<file path="config.mk">
export PLATFORM = sky130hd
export DESIGN_NAME = vblank_update_scheduler
export DESIGN_NICKNAME = d
export VERILOG_FILES = /design/src/rtl/vga_timing_pkg.sv /design/src/rtl/rr_picker.sv /design/src/rtl/vblank_update_scheduler.sv
export SDC_FILE = /design/constraint.sdc
export NUM_CORES = 1
export LEC_CHECK = 0
export ABC_AREA = 0
export BUFFER_PORTS_ARGS = -buffer_cell sky130_fd_sc_hd__buf_4
export CORE_UTILIZATION = 50
export CTS_BUF_LIST = sky130_fd_sc_hd__clkbuf_16
export DETAILED_ROUTE_END_ITERATION = 12
export PLACE_DENSITY = 0.89
export SYNTH_ARGS = -nofsm -noshare
export SYNTH_HDL_FRONTEND = slang
export SYNTH_SLANG_ARGS = --single-unit
</file>
<file path="constraint.sdc">
create_clock -name clk -period 2.6 [get_ports clk]
set_input_delay 0.52 -clock clk [delete_from_list [all_inputs] [get_ports clk]]
set_output_delay 0.52 -clock clk [all_outputs]
set_load 0.03 [all_outputs]
</file>
<file path="src/rtl/vga_timing_pkg.sv">
// Beam timing constants shared with the VGA sync generator, plus scheduler types.
package vga_timing_pkg;

   localparam int H_DISPLAY = 640;
   localparam int H_MAX     = 799;
   localparam int V_DISPLAY = 480;
   localparam int V_MAX     = 524;

   localparam int WD_W      = 12;
   localparam int WD_CYCLES = 4095;

   typedef enum logic [1:0] {
      IDLE,
      ARB,
      GRANT
   } sched_state_t;

endpackage

</file>
<file path="src/rtl/rr_picker.sv">
// Combinational round-robin selector: first set bit of cand searching upward
// from (last_idx + 1) mod N_REQ.
module rr_picker #(
   parameter int  N_REQ = 4,
   localparam int IW    = (N_REQ > 1) ? $clog2(N_REQ) : 1
) (
   input  logic [N_REQ-1:0] cand,
   input  logic [IW-1:0]    last_idx,
   output logic [IW-1:0]    win_idx,
   output logic             valid
);

   int idx;

   always_comb begin
      // NOTE: every output gets a default before the search loop, so no path leaves it unassigned and no latch is inferred.
      valid   = 1'b0;
      win_idx = '0;
      idx     = 0;
      for (int k = 1; k <= N_REQ; k++) begin
         idx = (int'(last_idx) + k) % N_REQ;
         if (!valid && cand[IW'(idx)]) begin
            valid   = 1'b1;
            win_idx = IW'(idx);
         end
      end
   end

endmodule

</file>
<file path="src/rtl/vblank_update_scheduler.sv">
// Grants game-state update engines one at a time inside vertical blanking.
// Optional per-grant watchdog enabled by defining UPDATE_WATCHDOG_EN.
module vblank_update_scheduler #(
   parameter int N_REQ     = 4,
   parameter int V_DISPLAY = vga_timing_pkg::V_DISPLAY,
   parameter int V_MAX     = vga_timing_pkg::V_MAX,
   parameter int H_MAX     = vga_timing_pkg::H_MAX,
   parameter int WD_CYCLES = vga_timing_pkg::WD_CYCLES
) (
   input  logic             clk,
   input  logic             rst_n,
   input  logic [9:0]       hpos,
   input  logic [9:0]       vpos,
   input  logic [N_REQ-1:0] req,
   input  logic [N_REQ-1:0] done,
   output logic [N_REQ-1:0] grant,
   output logic             window_open,
   output logic             frame_tick,
   output logic [7:0]       frame_cnt,
   output logic             overrun,
   output logic             timeout,
   output logic             busy
);

   localparam int IW = (N_REQ > 1) ? $clog2(N_REQ) : 1;

   vga_timing_pkg::sched_state_t state, state_n;

   logic [N_REQ-1:0] served, served_n, grant_n;
   logic [IW-1:0]    last_idx, last_n, win_idx, win_n, pick_idx;
   logic             pick_valid, window_n, tick_n, overrun_n;
   logic [7:0]       cnt_n;
   logic             start_cond, end_cond;

   assign start_cond = (vpos == 10'(V_DISPLAY)) && (hpos == 10'd0);
   assign end_cond   = (vpos == 10'(V_MAX)) && (hpos == 10'(H_MAX));
   assign busy       = |grant;

   rr_picker #(.N_REQ(N_REQ)) u_picker (
      .cand     (req & ~served),
      .last_idx (last_idx),
      .win_idx  (pick_idx),
      .valid    (pick_valid)
   );

`ifdef UPDATE_WATCHDOG_EN
   localparam int              WDW      = vga_timing_pkg::WD_W;
   localparam logic [WDW-1:0]  WD_LIMIT = WDW'(WD_CYCLES);
   logic [WDW-1:0] wd, wd_n;
   logic           timeout_n;
`else
   assign timeout = 1'b0;
`endif

   always_comb begin
      state_n   = state;
      grant_n   = grant;
      window_n  = window_open;
      tick_n    = 1'b0;
      cnt_n     = frame_cnt;
      overrun_n = 1'b0;
      served_n  = served;
      last_n    = last_idx;
      win_n     = win_idx;
`ifdef UPDATE_WATCHDOG_EN
      wd_n      = wd;
      timeout_n = 1'b0;
`endif
      case (state)
         vga_timing_pkg::IDLE: begin
            if (start_cond) begin
               window_n = 1'b1;
               tick_n   = 1'b1;
               cnt_n    = frame_cnt + 8'd1;
               served_n = '0;
               state_n  = vga_timing_pkg::ARB;
            end
         end
         vga_timing_pkg::ARB: begin
            if (end_cond) begin
               window_n = 1'b0;
               state_n  = vga_timing_pkg::IDLE;
            end else if (pick_valid) begin
               grant_n = N_REQ'(1) << pick_idx;
               win_n   = pick_idx;
               state_n = vga_timing_pkg::GRANT;
`ifdef UPDATE_WATCHDOG_EN
               wd_n    = '0;
`endif
            end
         end
         vga_timing_pkg::GRANT: begin
            // A done coinciding with window end still counts as served, with no overrun.
            if (done[win_idx]) begin
               served_n[win_idx] = 1'b1;
               last_n            = win_idx;
               grant_n           = '0;
               if (end_cond) begin
                  window_n = 1'b0;
                  state_n  = vga_timing_pkg::IDLE;
               end else begin
                  state_n  = vga_timing_pkg::ARB;
               end
            end else if (end_cond) begin
               grant_n   = '0;
               overrun_n = 1'b1;
               window_n  = 1'b0;
               state_n   = vga_timing_pkg::IDLE;
            end
`ifdef UPDATE_WATCHDOG_EN
            else if (wd == WD_LIMIT) begin
               grant_n           = '0;
               timeout_n         = 1'b1;
               served_n[win_idx] = 1'b1;
               last_n            = win_idx;
               state_n           = vga_timing_pkg::ARB;
            end else begin
               wd_n = wd + 1'b1;
            end
`endif
         end
         default: state_n = vga_timing_pkg::IDLE;
      endcase
   end

   always_ff @(posedge clk or negedge rst_n) begin
      if (!rst_n) begin
         state       <= vga_timing_pkg::IDLE;
         grant       <= '0;
         window_open <= 1'b0;
         frame_tick  <= 1'b0;
         frame_cnt   <= '0;
         overrun     <= 1'b0;
         served      <= '0;
         last_idx    <= IW'(N_REQ - 1);
         win_idx     <= '0;
      end else begin
         // NOTE: non-blocking assignments so every register samples the pre-edge values.
         state       <= state_n;
         grant       <= grant_n;
         window_open <= window_n;
         frame_tick  <= tick_n;
         frame_cnt   <= cnt_n;
         overrun     <= overrun_n;
         served      <= served_n;
         last_idx    <= last_n;
         win_idx     <= win_n;
      end
   end

`ifdef UPDATE_WATCHDOG_EN
   always_ff @(posedge clk or negedge rst_n) begin
      if (!rst_n) begin
         wd      <= '0;
         timeout <= 1'b0;
      end else begin
         wd      <= wd_n;
         timeout <= timeout_n;
      end
   end
`endif

endmodule

</file>
==> results of run 1 <==
## power by group
group / switching [mW] / internal [mW] / total, mW
clock: 0.125 / 0.205 / 0.331
combinational: 0.426 / 0.375 / 0.801
sequential: 0.101 / 0.503 / 0.604
total: 0.652 / 1.08 / 1.74
## state kept, by name, indices dropped and copies added (netlist names)
| signal | flops |
|---|---|
| grant | 4 |
| last_idx | 2 |
| overrun | 1 |
| frame_cnt | 8 |
| served | 4 |
| win_idx | 2 |
| frame_tick | 1 |
| window_open | 1 |
| state | 2 |
## area by class of cell
class                           count  area [um^2]
Clock buffer                        3         75.1
Clock inverter                      1         3.75
Fill cell                         207          841
Inverter                            7         26.3
Multi-Input combinational cell    112          816
Sequential cell                    25          628
Tap cell                           31         38.8
Timing Repair Buffer               47          353
## how the worst max path moves through the flow
stage                    startpoint              endpoint  slack (ns)  cells past startpoint
6_report       state[0]$_DFFE_PN0P_  grant[2]$_DFFE_PN0P_        0.15                      7
5_1_grt        state[0]$_DFFE_PN0P_  grant[0]$_DFFE_PN0P_        0.05                      7
4_1_cts        state[0]$_DFFE_PN0P_  grant[2]$_DFFE_PN0P_        0.16                      7
3_5_place_dp                vpos[5]  grant[2]$_DFFE_PN0P_        0.18                      6
3_3_place_gp                vpos[5]  grant[0]$_DFFE_PN0P_        0.21                      6
2_1_floorplan               vpos[5]  grant[0]$_DFFE_PN0P_        0.39                      5
## cell usage after synthesis (all sizes together), types with 2 or more instances
cell	number
dfrtp	23
nor2	14
nand2	12
mux2	8
nand4	8
a21oi	7
inv	7
nor4	6
xnor2	6
ha	5
nand2b	4
nor2b	4
a31oi	3
nor3b	3
and2	2
and3	2
buf	2
dfstp	2
nand3	2
nand3b	2
nor3	2
o22ai	2
or4	2
## cell families after synthesis
family | Yosys count | synth area share
flops | 25 | 0.421
mux | 9 | 0.0671
fa+ha+maj | 5 | 0.0419
buf+inv | 10 | 0.0327
simple gates | 68 | 0.273
other cells | 1 | 0.00251
compound gates | 22 | 0.121
xor+xnor | 7 | 0.0411
## per-stage QoR
step | utilization | total power, mW | cell area (um^2) | hold WS [ns]
2_1_floorplan | - | 1.17 | 1490 | 0.224
3_3_place_gp | 0.669 | 1.36 | 1860 | 0.425
3_5_place_dp | 0.669 | 1.39 | 1860 | 0.435
4_1_cts | 0.698 | 1.75 | 1940 | 0.156
5_1_grt | 0.698 | 1.85 | 1940 | 0.173
6_report | 0.698 | 1.74 | 1940 | 0.150
## cells in the final DEF (no fill, tap or decap), drive strengths merged, types with 4 or more instances in the layout
| cell type | count |
|---|---|
| buf | 47 |
| dfrtp | 23 |
| nor2 | 14 |
| nand2 | 12 |
| inv | 8 |
| nand4 | 8 |
| mux2 | 8 |
| a21oi | 7 |
| xnor2 | 6 |
| nor4 | 6 |
| ha | 5 |
| nand2b | 4 |
| nor2b | 4 |
## layer usage
layer,up-vias,routed length [um]
li1,632,-
met1,642,1450
met2,35,1870
met3,11,142
met4,0,98
met5,-,0
==> key figures, run 1 <==
Logic synthesis
  • Mapped Area: 1490 um^2
  • Post-synth EDFFs: 0
  • Mapped Nets: 182
  • Mapped Avg Cell Area: 10.2 um^2
  • Register area share after synthesis: 0.421
  • Yosys cell types: 47
  • Cells after synthesis: 147
  • Top FF cell, synth: dfrtp_1
  • FF+latch count, synth: 25
  • Area leader, netlist: dfrtp_1
  • Synth area leaders: dfrtp_1, mux2_2, ha_1
  • Share of flip-flops with an asynchronous set or reset: 1.00
  • Post-synth top area share: 0.386
  • Yosys Warn Count: 0

Power and ir drop
  • Max VDD drop: 0.000583 V
  • Pwr dens: 895 nW/um^2
  • Leak: 0.923 nW

Clock network
  • Clk Latency, worst-skew pair: 0.26 ns
  • # resized after CTS: 0
  • Reg clk slew, reported paths: 0.06 ns
  • CTS root buf: clkbuf_16
  • Post-CTS setup buffer count: 0
  • CTS tree: yes
  • Sink Count: 25
  • CTS buffer count: 3
  • H-tree Lvls: 1
  • # hold bufs at CTS: 0
  • CTS max path bufs: 2

Timing
  • Slew @ Worst Pin: 0.617 ns
  • Clock Skews: 0.00303 ns
  • Final min period: 2.45 ns
  • Worst setup margin: 0.145 ns
  • Final Hold Fails: 0
  • Final setup TNS: 0 ns
  • Final setup vio count: 0
  • Max Clock Freq: 407 MHz
  • Slew headroom: 0.585
  • RSZ-0062 raised after global routing: no
  • Max Transition Viols Final: 0
  • Fin crit share: 0.944

Global routing
  • GR peak layer: met2
  • Met1 usage: 0.290
  • Antenna violations before repair: 0
  • Gr usage total: 0.248
  • Met2 Use GR: 0.429
  • GR Overflow Total: 0
  • Vias in the first global route: 1368
  • M3 GR Usage: 0.0484
  • Largest net degree at the start of global routing: 26
  • Global-route wire length before repair: 6090 um

Worst setup path
  • Slowest Stage Delay on Critical Path: 0.40 ns
  • Kind of cell adding the most delay to the critical path: compound AO/OA/AOI/OAI gates
  • CP max-delay cell: dfrtp_1
  • Worst R2R Setup Slack: 0.15 ns
  • Critical path cell sequence: inv_1, ha_1, or2b_2, o22a_2, a21oi_1, a2bb2oi_4, mux2_2
  • CP endpoint kind: flop
  • WS Path Type: reg -> reg
  • R2r endpoint: grant[2]$_DFFE_PN0P_
  • WP data arrival: 2.60 ns
  • Setup crit start kind: flop
  • WP buf/inv: 1
  • Worst r2r path cells: 7
  • R2R Path Start: state[0]$_DFFE_PN0P_
  • CP Data Required Time: 2.74 ns
  • CP max FO: 9

Placed design
  • Buffers on Ports: 45
  • Placed insts: 222
  • Final Wtd Congestion: 0.887
  • Placed wire-length estimate: 2820 um
  • Post-placement setup slack: 0.179 ns

Floorplanning
  • Core area: 2780 um^2
  • Die ar.: 3210 um^2
  • Die width: 56.6 um
  • I/O pin count: 47
  • Chip height: 56.6 um
  • Initial Util: 0.537
  • Site row count: 19

Layout
  • Final non-filler cell total: 226
  • Share of cells above drive strength 1: 0.369
  • Antenna Cells: 0
  • Nets@finish: 231
  • Layout area overhead: 30.0%

Route
  • Avg Vias per Cell: 5.84
  • Detailed Route Iter0 Violations: 27
  • DRC: 0
  • WL/cell: 15.8 um
  • Router iterations before antenna repair: 4
  • ANT nets after route: 0
  • Vias after detailed routing: 1320
  • Routed Wire Length: 3570 um

Run
  • # Max-Cap Violations: 0

Hold path
  • HP Class: in -> async

Run status
  • Status: completed
Note: power is estimated with default switching activity, not from simulation.
==> inputs of run 2 (changes only) <==
CELL_PAD_IN_SITES_DETAIL_PLACEMENT = 0   (was default)
CELL_PAD_IN_SITES_GLOBAL_PLACEMENT = 1   (was default)
CORE_UTILIZATION = 38   (was 50)
PLACE_DENSITY = 0.9   (was 0.89)
==> run 2 against run 1 <==
First-iteration DRC count up 15%. Design area up 1.7%. Count of clock-buffer cells in the layout unchanged. Final cell count up 8.0%. Sequential share of layout area down 0.55 points. Register-to-register slack better by 0.19 ns. Core utilization down 17 points. Via count down 0.83%. Critical path type unchanged. Critical endpoint unchanged.
==> key figures, run 2 (synthesis gave the netlist of run 1 again) <==
Timing
  • Worst setup margin: 0.332 ns (was 0.145 ns)
  • RSZ-0062 raised after global routing: no (unchanged)
  • Final setup vio count: 0 (unchanged)
  • Fin crit share: 0.872 (was 0.944)
  • Max Transition Viols Final: 0 (unchanged)
  • Final min period: 2.27 ns (was 2.45 ns)
  • Clock Skews: 0.000807 ns (was 0.00303 ns)
  • Max Clock Freq: 441 MHz (was 407 MHz)
  • Slew headroom: 0.602 (was 0.585)
  • Slew @ Worst Pin: 0.591 ns (was 0.617 ns)
  • Final Hold Fails: 0 (unchanged)
  • Final setup TNS: 0 ns (unchanged)

Clock network
  • Post-CTS setup buffer count: 0 (unchanged)
  • # resized after CTS: 0 (unchanged)
  • # hold bufs at CTS: 0 (unchanged)
  • CTS root buf: clkbuf_16 (unchanged)
  • Reg clk slew, reported paths: 0.06 ns (about the same)
  • Clk Latency, worst-skew pair: 0.26 ns (about the same)
  • CTS max path bufs: 2 (unchanged)
  • Sink Count: 25 (unchanged)
  • CTS tree: yes (unchanged)
  • H-tree Lvls: 1 (unchanged)
  • CTS buffer count: 3 (unchanged)

Global routing
  • GR peak layer: met2 (unchanged)
  • Met1 usage: 0.190 (was 0.290)
  • Largest net degree at the start of global routing: 26 (unchanged)
  • GR Overflow Total: 0 (unchanged)
  • Gr usage total: 0.177 (was 0.248)
  • Vias in the first global route: 1275 (was 1368)
  • Global-route wire length before repair: 5720 um (was 6090 um)
  • Met2 Use GR: 0.342 (was 0.429)
  • M3 GR Usage: 0.0440 (was 0.0484)
  • Antenna violations before repair: 0 (unchanged)

Route
  • Detailed Route Iter0 Violations: 31 (was 27)
  • Avg Vias per Cell: 5.36 (was 5.84)
  • Vias after detailed routing: 1309 (was 1320)
  • ANT nets after route: 0 (unchanged)
  • Routed Wire Length: 3430 um (was 3570 um)
  • Router iterations before antenna repair: 4 (unchanged)
  • WL/cell: 14.0 um (was 15.8 um)
  • DRC: 0 (unchanged)

Hold path
  • HP Class: in -> async (unchanged)

Worst setup path
  • CP max FO: 5 (was 9)
  • Setup crit start kind: flop (unchanged)
  • CP Data Required Time: 2.74 ns (about the same)
  • CP endpoint kind: flop (unchanged)
  • WS Path Type: reg -> reg (unchanged)
  • WP data arrival: 2.41 ns (was 2.60 ns)

Placed design
  • Placed insts: 240 (was 222)
  • Placed wire-length estimate: 2770 um (was 2820 um)
  • Final Wtd Congestion: 0.874 (was 0.887)
  • Buffers on Ports: 45 (unchanged)
  • Post-placement setup slack: 0.130 ns (was 0.179 ns)

Floorplanning
  • Die ar.: 4180 um^2 (was 3210 um^2)
  • Chip height: 64.7 um (was 56.6 um)
  • Site row count: 22 (was 19)
  • Die width: 64.7 um (was 56.6 um)
  • I/O pin count: 47 (unchanged)
  • Core area: 3720 um^2 (was 2780 um^2)
  • Initial Util: 0.402 (was 0.537)

Layout
  • Most frequent cells in the layout: buf_4, dfrtp_1, nor2_1 (unchanged)
  • Regs by FF count: frame_cnt (8), grant (4), served (4) (unchanged)
  • Layout area overhead: 32.3% (was 30.0%)
  • Share of cells above drive strength 1: 0.378 (was 0.369)
  • Nets@finish: 232 (was 231)
  • Fillers: 351 (was 207)
  • Max reg flops: 8 (unchanged)
  • Antenna Cells: 0 (unchanged)
  • Final non-filler cell total: 244 (was 226)
  • Largest register by flop count: frame_cnt (unchanged)
  • Commonest non-fill, non-tap cell in the layout: buf_4 (unchanged)

Run
  • # Max-Cap Violations: 0 (unchanged)

Run status
  • Status: completed (unchanged)

Power and ir drop
  • Max VDD drop: 0.000527 V (was 0.000583 V)
  • Leak: 0.927 nW (was 0.923 nW)
  • Pwr dens: 886 nW/um^2 (was 895 nW/um^2)
-- run 2: cell types whose count changed in the layout (fill, tap and decap cells not counted) --
cell,previous run,this run
inv_1,8,7
inv_6,0,1
buf_4,47,48
-- run 2: path summary, 6_finish.rpt --
kind	start	endpoint	slack (ns)	depth (start not counted)
max in group asynchronous	rst_n	last_idx[0]$_DFFE_PN1P_	2.16	1
worst min-delay path	rst_n	served[2]$_DFFE_PN0P_	0.15	1
worst min register to register	last_idx[0]$_DFFE_PN1P_	last_idx[0]$_DFFE_PN1P_	0.48	2
min in group clk	last_idx[0]$_DFFE_PN1P_	last_idx[0]$_DFFE_PN1P_	0.48	2
worst max-delay path	state[0]$_DFFE_PN0P_	grant[2]$_DFFE_PN0P_	0.33	7
worst max register to register	state[0]$_DFFE_PN0P_	grant[2]$_DFFE_PN0P_	0.33	7
-- run 2: final cells by class --
cell class | count | area, um^2 | area share
Clock inverter | 1 | 8.76 | 0.00444
Timing Repair Buffer | 48 | 360 | 0.183
Inverter | 7 | 26.3 | 0.0133
Clock buffer | 3 | 75.1 | 0.0380
Sequential cell | 25 | 628 | 0.318
Multi-Input combinational cell | 112 | 816 | 0.413
Tap cell | 48 | 60.1 | 0.0304
-- run 2: report_power, final --
group,internal (mW),switching (mW)
Sequential,0.503,0.104
Combinational,0.377,0.418
Clock,0.212,0.135
-- run 2: worst max-delay path, cell delays in order (launching register included) --
cell and delay, ns:
dfrtp_1 0.41, inv_1 0.12, ha_1 0.21, or2b_2 0.31, o22a_2 0.28, a21oi_1 0.26, a2bb2oi_4 0.21, mux2_2 0.35
-- run 2: metal layers --
| layer | wire, um | share of wire |
|---|---|---|
| met1 | 1370 | 0.40 |
| met3 | 181 | 0.053 |
| met4 | 18 | 0.0053 |
| met5 | 0 | 0 |
| met2 | 1860 | 0.54 |
-- run 2: per-stage QoR --
step / instance area, um^2 / power [mW] / utilization / hold slack (ns)
3_5_place_dp: 1890 / 1.41 / 0.509 / 0.439
4_1_cts: 1970 / 1.76 / 0.531 / 0.159
5_1_grt: 1970 / 1.86 / 0.531 / 0.164
3_3_place_gp: 1890 / 1.37 / 0.509 / 0.436
6_report: 1970 / 1.75 / 0.531 / 0.148
2_1_floorplan: 1490 / 1.17 / - / 0.224
==> inputs of run 3 (changes only) <==
CORE_UTILIZATION = 39   (was 38)
PLACE_DENSITY = 0.91   (was 0.9)
SYNTH_HIERARCHICAL = 1   (was default)
==> run 3 against run 2 <==
Sequential cell count stayed put. Design area is 1.6% higher. Count of clock-buffer cells in the layout stayed put. Critical path depth is 2 lower. Final cell count is 1.6% lower. Critical path type unchanged. Critical endpoint is now grant[1]$_DFFE_PN0P_. Largest power group is now registers.
==> key figures, run 3 <==
Layout
  • Share of cells above drive strength 1: 0.411 (was 0.378)
  • Fillers: 335 (was 351)
  • Most frequent cells in the layout: buf_4, dfrtp_1, nand2_1 (was buf_4, dfrtp_1, nor2_1)
  • Nets@finish: 228 (was 232)
  • Max reg flops: 8 (unchanged)
  • Regs by FF count: frame_cnt (8), grant (4), served (4) (unchanged)
  • Final Cell Area: 2010 um^2 (was 1970 um^2)
  • Layout area overhead: 30.5% (was 32.3%)
  • Antenna Cells: 0 (unchanged)
  • Commonest non-fill, non-tap cell in the layout: buf_4 (unchanged)
  • Largest register by flop count: frame_cnt (unchanged)

Power and ir drop
  • Max VDD drop: 0.000467 V (was 0.000527 V)
  • Leak: 0.937 nW (was 0.927 nW)
  • Pwr dens: 415 nW/um^2 (was 886 nW/um^2)

Logic synthesis
  • Mapped Nets: 180 (was 182)
  • Synth area leaders: dfrtp_1, mux2_2, ha_1 (unchanged)
  • Yosys cell types: 49 (was 47)
  • Mapped Avg Cell Area: 10.6 um^2 (was 10.2 um^2)
  • Post-synth top area share: 0.375 (was 0.386)
  • Post-synth EDFFs: 0 (unchanged)
  • Share of flip-flops with an asynchronous set or reset: 1.00 (unchanged)
  • Synth top cells by count: dfrtp_1, nand2_1, mux2_2 (was dfrtp_1, nor2_1, nand2_1)
  • Area leader, netlist: dfrtp_1 (unchanged)
  • Yosys Warn Count: 6 (was 0)
  • Mapped Area: 1540 um^2 (was 1490 um^2)
  • FF+latch count, synth: 25 (unchanged)
  • Most common cell in the netlist: dfrtp_1 (unchanged)
  • Cells after synthesis: 145 (was 147)
  • Top FF cell, synth: dfrtp_1 (unchanged)
  • Register area share after synthesis: 0.409 (was 0.421)

Global routing
  • Global-route wire length before repair: 5580 um (was 5720 um)
  • Largest net degree at the start of global routing: 26 (unchanged)
  • Vias in the first global route: 1280 (was 1275)
  • Antenna violations before repair: 0 (unchanged)
  • Gr usage total: 0.169 (was 0.177)
  • GR Overflow Total: 0 (unchanged)

Timing
  • Final Hold Fails: 0 (unchanged)
  • Final setup TNS: 0 ns (unchanged)
  • Fin crit share: 0.847 (was 0.872)
  • Final min period: 2.20 ns (was 2.27 ns)
  • Final setup vio count: 0 (unchanged)
  • Max Clock Freq: 454 MHz (was 441 MHz)
  • Max Transition Viols Final: 0 (unchanged)
  • Clock Skews: 0.00237 ns (was 0.000807 ns)
  • WHS: 0.159 ns (was 0.148 ns)
  • RSZ-0062 raised after global routing: no (unchanged)

Route
  • Routed Wire Length: 3290 um (was 3430 um)
  • Avg Vias per Cell: 5.22 (was 5.36)
  • DRC: 0 (unchanged)
  • Detailed Route Iter0 Violations: 53 (was 31)
  • ANT nets after route: 0 (unchanged)
  • Router iterations before antenna repair: 4 (unchanged)
  • Vias after detailed routing: 1253 (was 1309)
  • WL/cell: 13.7 um (was 14.0 um)

Floorplanning
  • Die width: 64.8 um (was 64.7 um)
  • Initial Util: 0.413 (was 0.402)
  • Core area: 3720 um^2 (unchanged)
  • Die ar.: 4190 um^2 (was 4180 um^2)
  • I/O pin count: 47 (unchanged)
  • Chip height: 64.8 um (was 64.7 um)
  • Site row count: 22 (unchanged)

Run
  • # Max-Cap Violations: 0 (unchanged)

Worst setup path
  • Slowest Stage Delay on Critical Path: 0.56 ns (was 0.41 ns)
  • WP data arrival: 2.34 ns (was 2.41 ns)
  • Setup crit start kind: flop (unchanged)
  • CP max FO: 5 (unchanged)
  • CP max-delay cell: mux4_2 (was dfrtp_1)
  • Critical path cell sequence: mux4_2, nand2b_1, a21oi_1, a2bb2oi_2, mux2_2 (was inv_1, ha_1, or2b_2, o22a_2, a21oi_1, a2bb2oi_4, mux2_2)
  • WS Path Type: reg -> reg (unchanged)
  • CP endpoint kind: flop (unchanged)
  • Kind of cell adding the most delay to the critical path: multiplexers (was compound AO/OA/AOI/OAI gates)
  • CP Data Required Time: 2.74 ns (about the same)
  • WP buf/inv: 0 (was 1)

Run status
  • Status: completed (unchanged)

Clock network
  • CTS buffer count: 3 (unchanged)
  • Clk Latency, worst-skew pair: 0.25 ns (was 0.26 ns)
  • H-tree Lvls: 1 (unchanged)
  • Sink Count: 25 (unchanged)
  • Reg clk slew, reported paths: 0.06 ns (about the same)
  • # hold bufs at CTS: 0 (unchanged)
  • CTS root buf: clkbuf_16 (unchanged)
  • Post-CTS setup buffer count: 0 (unchanged)
  • CTS max path bufs: 2 (unchanged)
  • # resized after CTS: 0 (unchanged)
  • CTS tree: yes (unchanged)

Placed design
  • Final Wtd Congestion: 0.783 (was 0.874)
  • Buffers on Ports: 45 (unchanged)
  • Placed wire-length estimate: 2680 um (was 2770 um)
  • DP Area: 1920 um^2 (was 1890 um^2)

Hold path
  • HP Class: in -> async (unchanged)
==> run 3: cell types whose count changed after synthesis, moves of 3 or more <==
cell	before	now
nor2_1	14	6
nand4_1	8	4
o21a_1	0	3
nand2_1	12	16
==> run 3: path summary, 6_finish.rpt <==
kind,from,endpoint,slack [ns],cells after the start
max,win_idx[0]$_DFFE_PN0P_,grant[1]$_DFFE_PN0P_,0.40,5
min,rst_n,served[2]$_DFFE_PN0P_,0.16,1
max reg2reg,win_idx[0]$_DFFE_PN0P_,grant[1]$_DFFE_PN0P_,0.40,5
min reg2reg,frame_cnt[7]$_DFFE_PN0P_,frame_cnt[7]$_DFFE_PN0P_,0.48,1
max in group asynchronous,rst_n,last_idx[0]$_DFFE_PN1P_,2.15,1
min in group clk,frame_cnt[7]$_DFFE_PN0P_,frame_cnt[7]$_DFFE_PN0P_,0.48,1
==> run 3: cells by family (layout without fill, tap and decap cells) <==
group                      count (synthesis)  count (layout)  synth area share
AOI/OAI and AO/OA                         25              25             0.134
xor gates and xnor gates                   7               7            0.0399
adders and majority gates                  5               5            0.0407
buffers and inverters                     10              57            0.0318
DFF                                       25              25             0.409
muxes                                     11              11            0.0871
other                                      1               1           0.00244
and+or+nand+nor                           61              61             0.256
==> run 3: report_power, final <==
part / total (mW) / internal (mW) / switching, mW
Combinational: 0.100 / 0.0509 / 0.0493
Sequential: 0.396 / 0.393 / 0.00331
Clock: 0.335 / 0.208 / 0.127
Total: 0.832 / 0.652 / 0.180
==> run 3: cell type report <==
cell class	count	area (um^2)	area share
clock buffer	3	75.1	0.0374
clock inverter	1	7.51	0.00374
inverter	6	22.5	0.0112
multi-input combinational	110	860	0.429
sequential	25	628	0.313
tap	48	60.1	0.0299
timing repair buffer	47	353	0.176
==> run 3: metal layers <==
layer	part of all wire	GRT usage	routed length, um	up-vias
met2	0.56	0.328	1840	22
met5	0	0	0	-
met3	0.037	0.0370	123	2
met1	0.40	0.192	1320	608
li1	-	-	-	621
met4	0.0024	0.0167	8	0
==> run 3: per-stage QoR <==
| stage | utilization | std cells | total power, mW | setup WS [ns] |
|---|---|---|---|---|
| floorplan | - | 145 | 0.445 | 0.439 |
| global placement | 0.518 | 236 | 0.501 | 0.233 |
| detailed placement | 0.518 | 236 | 0.505 | 0.180 |
| CTS | 0.540 | 240 | 0.841 | 0.383 |
| global route | 0.540 | 240 | 0.869 | 0.303 |
| finish | 0.540 | 240 | 0.832 | 0.397 |
